===== src/rtl/reducer_seq_ctrl_if.sv =====
// Bus bundle between the reducer sequencer and its psum buffers, PE array and row reducer.
// master = sequencer side, slave = buffers/array/reducer side.
interface reducer_seq_ctrl_if #(
  parameter int unsigned ROW_NUM = 32,
  parameter int unsigned DATA_W  = 16,
  parameter int unsigned ADDR_W  = 16
);
  logic                        ipsum_req;
  logic [ADDR_W-1:0]           ipsum_addr;
  logic                        ipsum_valid;
  logic [ROW_NUM*DATA_W-1:0]   ipsum_vec;
  logic                        array_valid;
  logic                        array_ready;
  logic [ROW_NUM*DATA_W-1:0]   ipsum2reducer;
  logic                        DW_PW_sel;
  logic [ROW_NUM*DATA_W-1:0]   reducer2opsum;
  logic                        opsum_valid;
  logic                        opsum_ready;
  logic [DATA_W-1:0]           opsum_data;
  logic [ADDR_W-1:0]           opsum_addr;

  modport master (
    output ipsum_req, ipsum_addr, array_ready, ipsum2reducer, DW_PW_sel,
    output opsum_valid, opsum_data, opsum_addr,
    input  ipsum_valid, ipsum_vec, array_valid, reducer2opsum, opsum_ready
  );

  modport slave (
    input  ipsum_req, ipsum_addr, array_ready, ipsum2reducer, DW_PW_sel,
    input  opsum_valid, opsum_data, opsum_addr,
    output ipsum_valid, ipsum_vec, array_valid, reducer2opsum, opsum_ready
  );
endinterface


===== src/rtl/reducer_seq_ctrl.sv =====
// Row-reducer sequencer: per tile fetch ipsum, accept PE product, capture sum, drain opsum words.
// Optional REDUCER_SEQ_RELU_EN clamps negative emitted opsum words to zero.
module reducer_seq_ctrl #(
  parameter int unsigned ROW_NUM = 32,
  parameter int unsigned DATA_W  = 16,
  parameter int unsigned DW_GRP  = 10,
  parameter int unsigned ADDR_W  = 16
) (
  input  logic               clk,
  input  logic               rst,
  input  logic               start,
  input  logic               mode,
  input  logic [15:0]        num_tiles,
  input  logic [ADDR_W-1:0]  base_addr,
  output logic               busy,
  output logic               done,
  reducer_seq_ctrl_if.master bus
);
  localparam int unsigned IDX_W = (ROW_NUM > 1) ? $clog2(ROW_NUM) : 1;
  localparam int unsigned VEC_W = ROW_NUM * DATA_W;

  typedef enum logic [2:0] {StIdle, StFetch, StWaitArr, StDrain, StFin} state_e;

  state_e                         state_q, state_d;
  logic                           mode_q, mode_d;
  logic [15:0]                    num_tiles_q, num_tiles_d;
  logic [15:0]                    tile_q, tile_d;
  logic [ADDR_W-1:0]              tile_addr_q, tile_addr_d;
  logic [IDX_W-1:0]               word_q, word_d;
  logic [VEC_W-1:0]               ipsum_q, ipsum_d;
  logic [ROW_NUM-1:0][DATA_W-1:0] res_q, res_d;

  logic [ADDR_W-1:0] words_per_tile;
  logic              last_word;
  logic              last_tile;
  logic [IDX_W-1:0]  lane;
  logic [DATA_W-1:0] lane_data;

  assign words_per_tile = mode_q ? ADDR_W'(ROW_NUM) : ADDR_W'(DW_GRP);
  assign last_word      = mode_q ? (word_q == IDX_W'(ROW_NUM - 1))
                                 : (word_q == IDX_W'(DW_GRP - 1));
  assign last_tile      = (tile_q == num_tiles_q - 16'd1);
  // DW sums live in the first lane of each 3-row group
  assign lane           = mode_q ? word_q : IDX_W'(32'(word_q) * 3);
  assign lane_data      = res_q[lane];

  assign bus.ipsum2reducer = ipsum_q;
  assign bus.DW_PW_sel     = mode_q;

  always_ff @(posedge clk) begin
    if (rst) begin
      state_q     <= StIdle;
      mode_q      <= 1'b0;
      num_tiles_q <= '0;
      tile_q      <= '0;
      tile_addr_q <= '0;
      word_q      <= '0;
      ipsum_q     <= '0;
      res_q       <= '0;
    end else begin
      state_q     <= state_d;
      mode_q      <= mode_d;
      num_tiles_q <= num_tiles_d;
      tile_q      <= tile_d;
      tile_addr_q <= tile_addr_d;
      word_q      <= word_d;
      ipsum_q     <= ipsum_d;
      res_q       <= res_d;
    end
  end

  always_comb begin
    state_d         = state_q;
    mode_d          = mode_q;
    num_tiles_d     = num_tiles_q;
    tile_d          = tile_q;
    tile_addr_d     = tile_addr_q;
    word_d          = word_q;
    ipsum_d         = ipsum_q;
    res_d           = res_q;
    busy            = 1'b0;
    done            = 1'b0;
    bus.ipsum_req   = 1'b0;
    bus.ipsum_addr  = '0;
    bus.array_ready = 1'b0;
    bus.opsum_valid = 1'b0;
    bus.opsum_data  = '0;
    bus.opsum_addr  = '0;

    unique case (state_q)
      StIdle: begin
        if (start) begin
          mode_d      = mode;
          num_tiles_d = num_tiles;
          tile_addr_d = base_addr;
          tile_d      = '0;
          state_d     = (num_tiles == 16'd0) ? StFin : StFetch;
        end
      end
      StFetch: begin
        busy           = 1'b1;
        bus.ipsum_req  = 1'b1;
        bus.ipsum_addr = tile_addr_q;
        if (bus.ipsum_valid) begin
          ipsum_d = bus.ipsum_vec;
          state_d = StWaitArr;
        end
      end
      StWaitArr: begin
        busy = 1'b1;
        if (bus.array_valid) begin
          bus.array_ready = 1'b1;
          res_d           = bus.reducer2opsum;
          word_d          = '0;
          state_d         = StDrain;
        end
      end
      StDrain: begin
        busy            = 1'b1;
        bus.opsum_valid = 1'b1;
        bus.opsum_addr  = tile_addr_q + ADDR_W'(word_q);
`ifdef REDUCER_SEQ_RELU_EN
        bus.opsum_data  = lane_data[DATA_W-1] ? '0 : lane_data;
`else
        bus.opsum_data  = lane_data;
`endif
        if (bus.opsum_ready) begin
          if (last_word) begin
            word_d = '0;
            if (last_tile) begin
              state_d = StFin;
            end else begin
              tile_d      = tile_q + 16'd1;
              tile_addr_d = tile_addr_q + words_per_tile;
              state_d     = StFetch;
            end
          end else begin
            word_d = word_q + 1'b1;
          end
        end
      end
      StFin: begin
        done    = 1'b1;
        state_d = StIdle;
      end
      default: state_d = StIdle;
    endcase
  end
endmodule


===== src/flat_wrapper.sv =====
// flat-port wrapper written by rule: the top's interface ports become plain ports
module reducer_seq_ctrl_flat 
#(
  parameter int unsigned ROW_NUM = 32,
  parameter int unsigned DATA_W  = 16,
  parameter int unsigned DW_GRP  = 10,
  parameter int unsigned ADDR_W  = 16
)
  (clk, rst, start, mode, num_tiles, base_addr, busy, done, bus_ipsum_req, bus_ipsum_addr, bus_array_ready, bus_ipsum2reducer, bus_DW_PW_sel, bus_opsum_valid, bus_opsum_data, bus_opsum_addr, bus_ipsum_valid, bus_ipsum_vec, bus_array_valid, bus_reducer2opsum, bus_opsum_ready);
  reducer_seq_ctrl_if #(.ROW_NUM(ROW_NUM), .DATA_W(DATA_W), .ADDR_W(ADDR_W)) bus_i ();
  input  logic clk;
  input  logic rst;
  input  logic start;
  input  logic mode;
  input  logic [15:0] num_tiles;
  input  logic [ADDR_W-1:0] base_addr;
  output logic busy;
  output logic done;
  output wire logic [$bits(bus_i.ipsum_req)-1:0] bus_ipsum_req;
  output wire logic [$bits(bus_i.ipsum_addr)-1:0] bus_ipsum_addr;
  output wire logic [$bits(bus_i.array_ready)-1:0] bus_array_ready;
  output wire logic [$bits(bus_i.ipsum2reducer)-1:0] bus_ipsum2reducer;
  output wire logic [$bits(bus_i.DW_PW_sel)-1:0] bus_DW_PW_sel;
  output wire logic [$bits(bus_i.opsum_valid)-1:0] bus_opsum_valid;
  output wire logic [$bits(bus_i.opsum_data)-1:0] bus_opsum_data;
  output wire logic [$bits(bus_i.opsum_addr)-1:0] bus_opsum_addr;
  input wire logic [$bits(bus_i.ipsum_valid)-1:0] bus_ipsum_valid;
  input wire logic [$bits(bus_i.ipsum_vec)-1:0] bus_ipsum_vec;
  input wire logic [$bits(bus_i.array_valid)-1:0] bus_array_valid;
  input wire logic [$bits(bus_i.reducer2opsum)-1:0] bus_reducer2opsum;
  input wire logic [$bits(bus_i.opsum_ready)-1:0] bus_opsum_ready;
  assign bus_ipsum_req = bus_i.ipsum_req;
  assign bus_ipsum_addr = bus_i.ipsum_addr;
  assign bus_array_ready = bus_i.array_ready;
  assign bus_ipsum2reducer = bus_i.ipsum2reducer;
  assign bus_DW_PW_sel = bus_i.DW_PW_sel;
  assign bus_opsum_valid = bus_i.opsum_valid;
  assign bus_opsum_data = bus_i.opsum_data;
  assign bus_opsum_addr = bus_i.opsum_addr;
  assign bus_i.ipsum_valid = bus_ipsum_valid;
  assign bus_i.ipsum_vec = bus_ipsum_vec;
  assign bus_i.array_valid = bus_array_valid;
  assign bus_i.reducer2opsum = bus_reducer2opsum;
  assign bus_i.opsum_ready = bus_opsum_ready;
  reducer_seq_ctrl #(.ROW_NUM(ROW_NUM), .DATA_W(DATA_W), .DW_GRP(DW_GRP), .ADDR_W(ADDR_W)) u_core (.clk(clk), .rst(rst), .start(start), .mode(mode), .num_tiles(num_tiles), .base_addr(base_addr), .busy(busy), .done(done), .bus(bus_i));
endmodule

===== config.mk =====
export PLATFORM = sky130hd
export DESIGN_NAME = reducer_seq_ctrl_flat
export DESIGN_NICKNAME = d
export VERILOG_FILES = /design/src/rtl/reducer_seq_ctrl_if.sv /design/src/rtl/reducer_seq_ctrl.sv /design/src/flat_wrapper.sv
export SDC_FILE = /design/constraint.sdc
export NUM_CORES = 2
export LEC_CHECK = 0
export CORE_AREA = 2 2 635 637
export CTS_CLUSTER_SIZE = 40
export DETAILED_ROUTE_END_ITERATION = 12
export DIE_AREA = 0 0 637 639
export RECOVER_POWER = 25
export SLEW_MARGIN = 15
export SYNTH_ARGS = -nofsm -noshare
export SYNTH_HDL_FRONTEND = slang
export SYNTH_SLANG_ARGS = --single-unit

===== constraint.sdc =====
create_clock -name clk -period 8 [get_ports clk]
set_input_delay 1.6 -clock clk [delete_from_list [all_inputs] [get_ports clk]]
set_output_delay 1.6 -clock clk [all_outputs]
set_load 0.01 [all_outputs]

* Word level (Yosys, flattened, before mapping) *
Index checks and enable logic that the tools add are counted.

storage, ports and cells
  register bits = 1,081
  input port bits = 1,063
  logic and storage cells = 106

cells by class
  add/subtract/negate cells = 5
  multipliers = 1
  magnitude comparators = 1
  equality and inequality tests = 13
  mux-type cells = 36
  reductions and logical operators = 11

operators by type and width
  kind                                                        number
  2-to-1 mux 16 bit                                           12
  binary-select mux 16 bit (select 5 bit)                     1
  one-hot mux 16 bit (2 select lines)                         2
  2-to-1 mux 3 bit                                            7
  2-to-1 mux 5 bit                                            4
  adder 16 x 1 -> 16 bit, second input constant               1
  adder 16 bit                                                1
  adder 16 x 5 -> 16 bit                                      1
  equality test 16 bit                                        1
  logical NOT 16 bit                                          1
  subtractor 16 x 1 -> 16 bit, second input constant          1
  one-hot mux 3 bit (4 select lines)                          1
  != test 2 bit, second input constant                        5
  one-hot mux 5 bit (2 select lines)                          1
  AND reduction 5 bit                                         2
  2-to-1 mux 1 bit                                            7
  equality test 3 x 2 -> 1 bit, second input constant         2
  less-than comparator 5 x 6 -> 1 bit, second input constant  1
  2-to-1 mux 6 bit                                            1
  AND reduction 2 bit                                         3
  adder 5 x 1 -> 5 bit, second input constant                 1
  equality test 5 x 4 -> 1 bit, second input constant         1
  equality test 5 bit, second input constant                  1
  multiplier 5 x 2 -> 5 bit, second input constant            1
  other kinds (7)                                             8

* Logic depth before layout (Yosys ltp) *
  word-level depth = 6
  depth in mapped cells = 14

* Worst setup path after synthesis *
OpenSTA, ideal clock, no wires.

  path type = register to output
  start point = reg u_core.word_q[1]
  end point = out bus_opsum_data[10]
  arrival = 3.345 ns
  data required time = 6.400 ns
  slack = 3.055 ns
  stages on the path, launching flop included = 11
  buffers on the path = 2
  path through = dfxtp_1 ha_1 inv_1 fa_1 mux2i_1 clkbuf_1 buf_1 mux4_2 mux4_2 mux2i_1 nor2_1

on the way
  word-level cells in the longest chain between the ends = 5

RTL lines
  element                                    RTL line                source
  from (decl)                                reducer_seq_ctrl.sv:29  logic [IDX_W-1:0] word_q, word_d;
  from (signal assigned)                     reducer_seq_ctrl.sv:66  word_q <= word_d;
  multiplier 5 x 2 -> 5 bit                  reducer_seq_ctrl.sv:44  assign lane = mode_q ? word_q : IDX_W'(32'(word_q) * 3);
  2-to-1 mux 5 bit *                         reducer_seq_ctrl.sv:44
  binary-select mux 16 bit (select 5 bit) *  reducer_seq_ctrl.sv:45  assign lane_data = res_q[lane];
  2-to-1 mux 16 bit (implied by the code) *  reducer_seq_ctrl.sv:45
  2-to-1 mux 16 bit *                        reducer_seq_ctrl.sv:90  unique case (state_q)
  to (decl)                                  flat_wrapper.sv:25      output wire logic [$bits(bus_i.opsum_data)-1:0] bus_opsum_data;

Every way passes the cells marked *; elsewhere a longest branch is shown, timed or not. The select of a mux whose other input is x is not followed.

* Worst setup path after layout *
  start point = reg u_core.word_q[1]
  end point = out bus_opsum_data[12]

Same word-level chain as after synthesis.

==> results.toml <==
[power]
vdd_ir_drop_max_mv = 0.1531
power.density_nw_per_um2 = 204.7
p_total_mw = 14.27
power_leakage_nw = 22.48

[hold_path]
hp-class = "reg2reg"
min_from = "u_core.bus.ipsum2reducer[450]"

[logic_synthesis]
synth_edf_count = 0
avgSynthCellArea_um2 = 8.183
synthFlopType = "dfxtp_1"
synth.yosys.seq_area_share_pct = 50.62
yosysWarnings = 0
syn-instance-count = 5224
ys_async_sr_fraction_pct = 0
netlist-cell-type-count = 70
syn_nets = 6303
syn_area_um2 = 42750
synth-seq-cells = 1081

[timing]
setup_viol = 0
min_period_over_period_pct = 91.94
fin_skew_ns = 0.09757
rsz0062_at_grt = "no"
max_slew_margin_pct = -187.7
fmax_ghz = 0.1360
layout_min_cycle_time_ns = 7.355
hold_viol = 0
slew_violations = 555
setup_slack_ns = 0.6449
fin_tns_setup_ns = 0
tightest_slew_ns = 4.316

[floorplan]
core-area_um2 = 400900
rows = 233
fp.dieH_um = 639
start_util_pct = 10.66
num_io_pins = 1629
die_x_um = 637
die-area_um2 = 407000

[cts]
cts_buffer_depth = 4
clk_pin_slew_ns = 0.05
post-cts-setup-buffer-count = 0
cts_resized = 0
insertion_delay_ns = 0.89
cts_buffers = 147
ctsRootBufferMaster = "clkbuf_16"
hold_buffers = 0
cts_tree = "yes"
clock-sinks = 1081
cts_max_level = 4

[cells_and_area]
final_cell_mix = "2122 x nand2_1, 1492 x clkdlybuf4s50_1, 1080 x dfxtp_1"
fillCellCount = 45060
synthToLayoutAreaGrowth_pct = 63.07
fin_nets = 7729
utilization_pct = 17.39
final_common_cell = "nand2_1"
layout-drive-gt1-share_pct = 6.928

[setup_path]
timing.critical_path.mode_cell = "mux4_2"
crit_required_ns = 6.40
startpoint = "u_core.word_q[1]"
criticalPathCategory = "reg2out"
start_kind = "flop"
crit_arrival_ns = 5.76
max_stage_delay_ns = 0.80
endpoint_kind = "primary output"
r2r_start = "u_core.state_q[2]"
worstPathMaxFanout = 12
crit_chain = "ha_1 > inv_1 > fa_1 > mux2i_4 > buf_4 > mux4_2 > mux4_2 > mux2i_1 > nor2_1 > clkdlybuf4s50_1"
worst_path_max_delay_cell = "mux2i_4"

[outcome]
status = "complete, but fails checks"
violations = "capacitance limit, slew limit"

[routing]
drt_iter0_drc = 4685
drt-pass1-iter-count = 6
wl_per_cell_um = 29.80
antenna_left = 0
drc_errors = 0
finalWirelength_mm = 361.5
vias = 46030
vias_per_cell = 3.795

[grt]
antenna_found_initial = 323
gr-usage-all-layers_pct = 16.92
use_met3_pct = 10.10
grt_pass1_vias = 42010
grt_max_degree = 201
overflow = 0
grtUsageMet2_pct = 25.73
grt_util_met1_pct = 19.92
grt_pass1_wl_mm = 450.2
busiest_layer = "met2"

[place]
place.gp.congestion = 0.9393
detailedPlace.worstSlack_ns = 1.444
port_buffers = 1628
hpwlAfterDp_mm = 303.8

[flow_run]
cap_violations = 6
==> sequential cells by signal, summed over array words and instances (netlist names) <==
| signal | cells |
|---|---|
| u_core.tile_addr_q | 16 |
| u_core.res_q | 512 |
| u_core.tile_q | 16 |
| u_core.num_tiles_q | 16 |
| u_core.bus.ipsum2reducer | 512 |
| u_core.bus.DW_PW_sel | 1 |
| u_core.state_q | 3 |
| u_core.word_q | 5 |
==> stage by stage <==
step	instance area, um^2	hold WS (ns)	cells
6_report	69710	0.4486	12130
5_1_grt	69540	0.4612	12060
4_1_cts	69570	0.4520	12040
3_5_place_dp	64830	0.4435	11790
3_3_place_gp	64830	0.4406	11790
2_1_floorplan	42750	0.4331	5224
==> layout make-up <==
class                   instances  area [um^2]  area share (%)
flip-flops and latches       1081        21640           31.05
inverters                      17        71.32          0.1023
diodes                         87        217.7          0.3123
clock inverters                57        578.1          0.8292
well taps                    5287         6615           9.490
repair buffers               1689        16930           24.28
clock buffers                 197         4158           5.965
multi-input cells            3714        19500           27.97
==> final timing paths <==
kind / endpoint / slack [ns] / cells past startpoint
worst max-delay path: bus_opsum_data[12] / 0.64 / 10
worst min register to register: u_core.bus.ipsum2reducer[450] / 0.45 / 2
worst max register to register: u_core.res_q[69] / 1.61 / 7
worst min-delay path: u_core.bus.ipsum2reducer[450] / 0.45 / 2
==> cells in the mapped netlist, types with 5 or more instances <==
library cell	instances	area, um^2
nor2b_1	7	43.79
a21o_1	9	67.56
nand4_1	5	31.28
xnor2_1	24	210.2
nor2_1	63	236.5
buf_6	6	67.56
or4_1	8	60.06
o21ai_0	9	45.04
buf_2	10	50.05
clkbuf_1	380	1426
ha_1	14	175.2
nor4_1	9	56.30
o21a_1	7	52.55
and2_1	18	112.6
o21ai_1	8	40.04
buf_1	14	52.55
nand3_1	26	130.1
inv_1	15	56.30
o31ai_1	8	60.06
xor2_1	14	122.6
nand2b_1	12	75.07
mux4_2	160	3603
mux2i_1	21	210.2
nor3_1	17	85.08
dfxtp_1	1081	21640
nand2_1	2124	7973
or3_1	6	37.54
a21oi_1	1079	5400
and3_1	6	37.54
==> layer usage <==
metal	wire length [um]	share of wire, %	vias to the layer above
li1	-	-	20370
met2	154200	43	2413
met4	12260	3.4	264
met1	139200	39	22270
met5	1726	0.48	-
met3	54100	15	716
==> worst max-delay path: cells and delay by family (launching register included) <==
kind | cells | cell delay (ns)
AND/OR/NAND/NOR | 1 | 0.11
adder cells (fa/ha/maj) | 2 | 0.79
multiplexers | 4 | 2.52
buffers and inverters | 3 | 0.92
flip-flops | 1 | 0.57
==> cells by family after synthesis <==
family | count (synthesis) | synth area share [%]
buffers and inverters | 429 | 3.919
AOI/OAI and AO/OA | 1164 | 14.11
and+or+nand+nor | 2313 | 21.07
DFF | 1081 | 50.62
muxes | 182 | 8.948
adders and majority gates | 16 | 0.5034
xor gates and xnor gates | 39 | 0.8313
==> where the power goes <==
part | switching, mW | internal, mW
registers | 0.156 | 5.57
logic | 0.921 | 0.850
clock network | 2.91 | 3.87
total | 3.99 | 10.3
No activity file was read; power rests on OpenSTA's default activity.
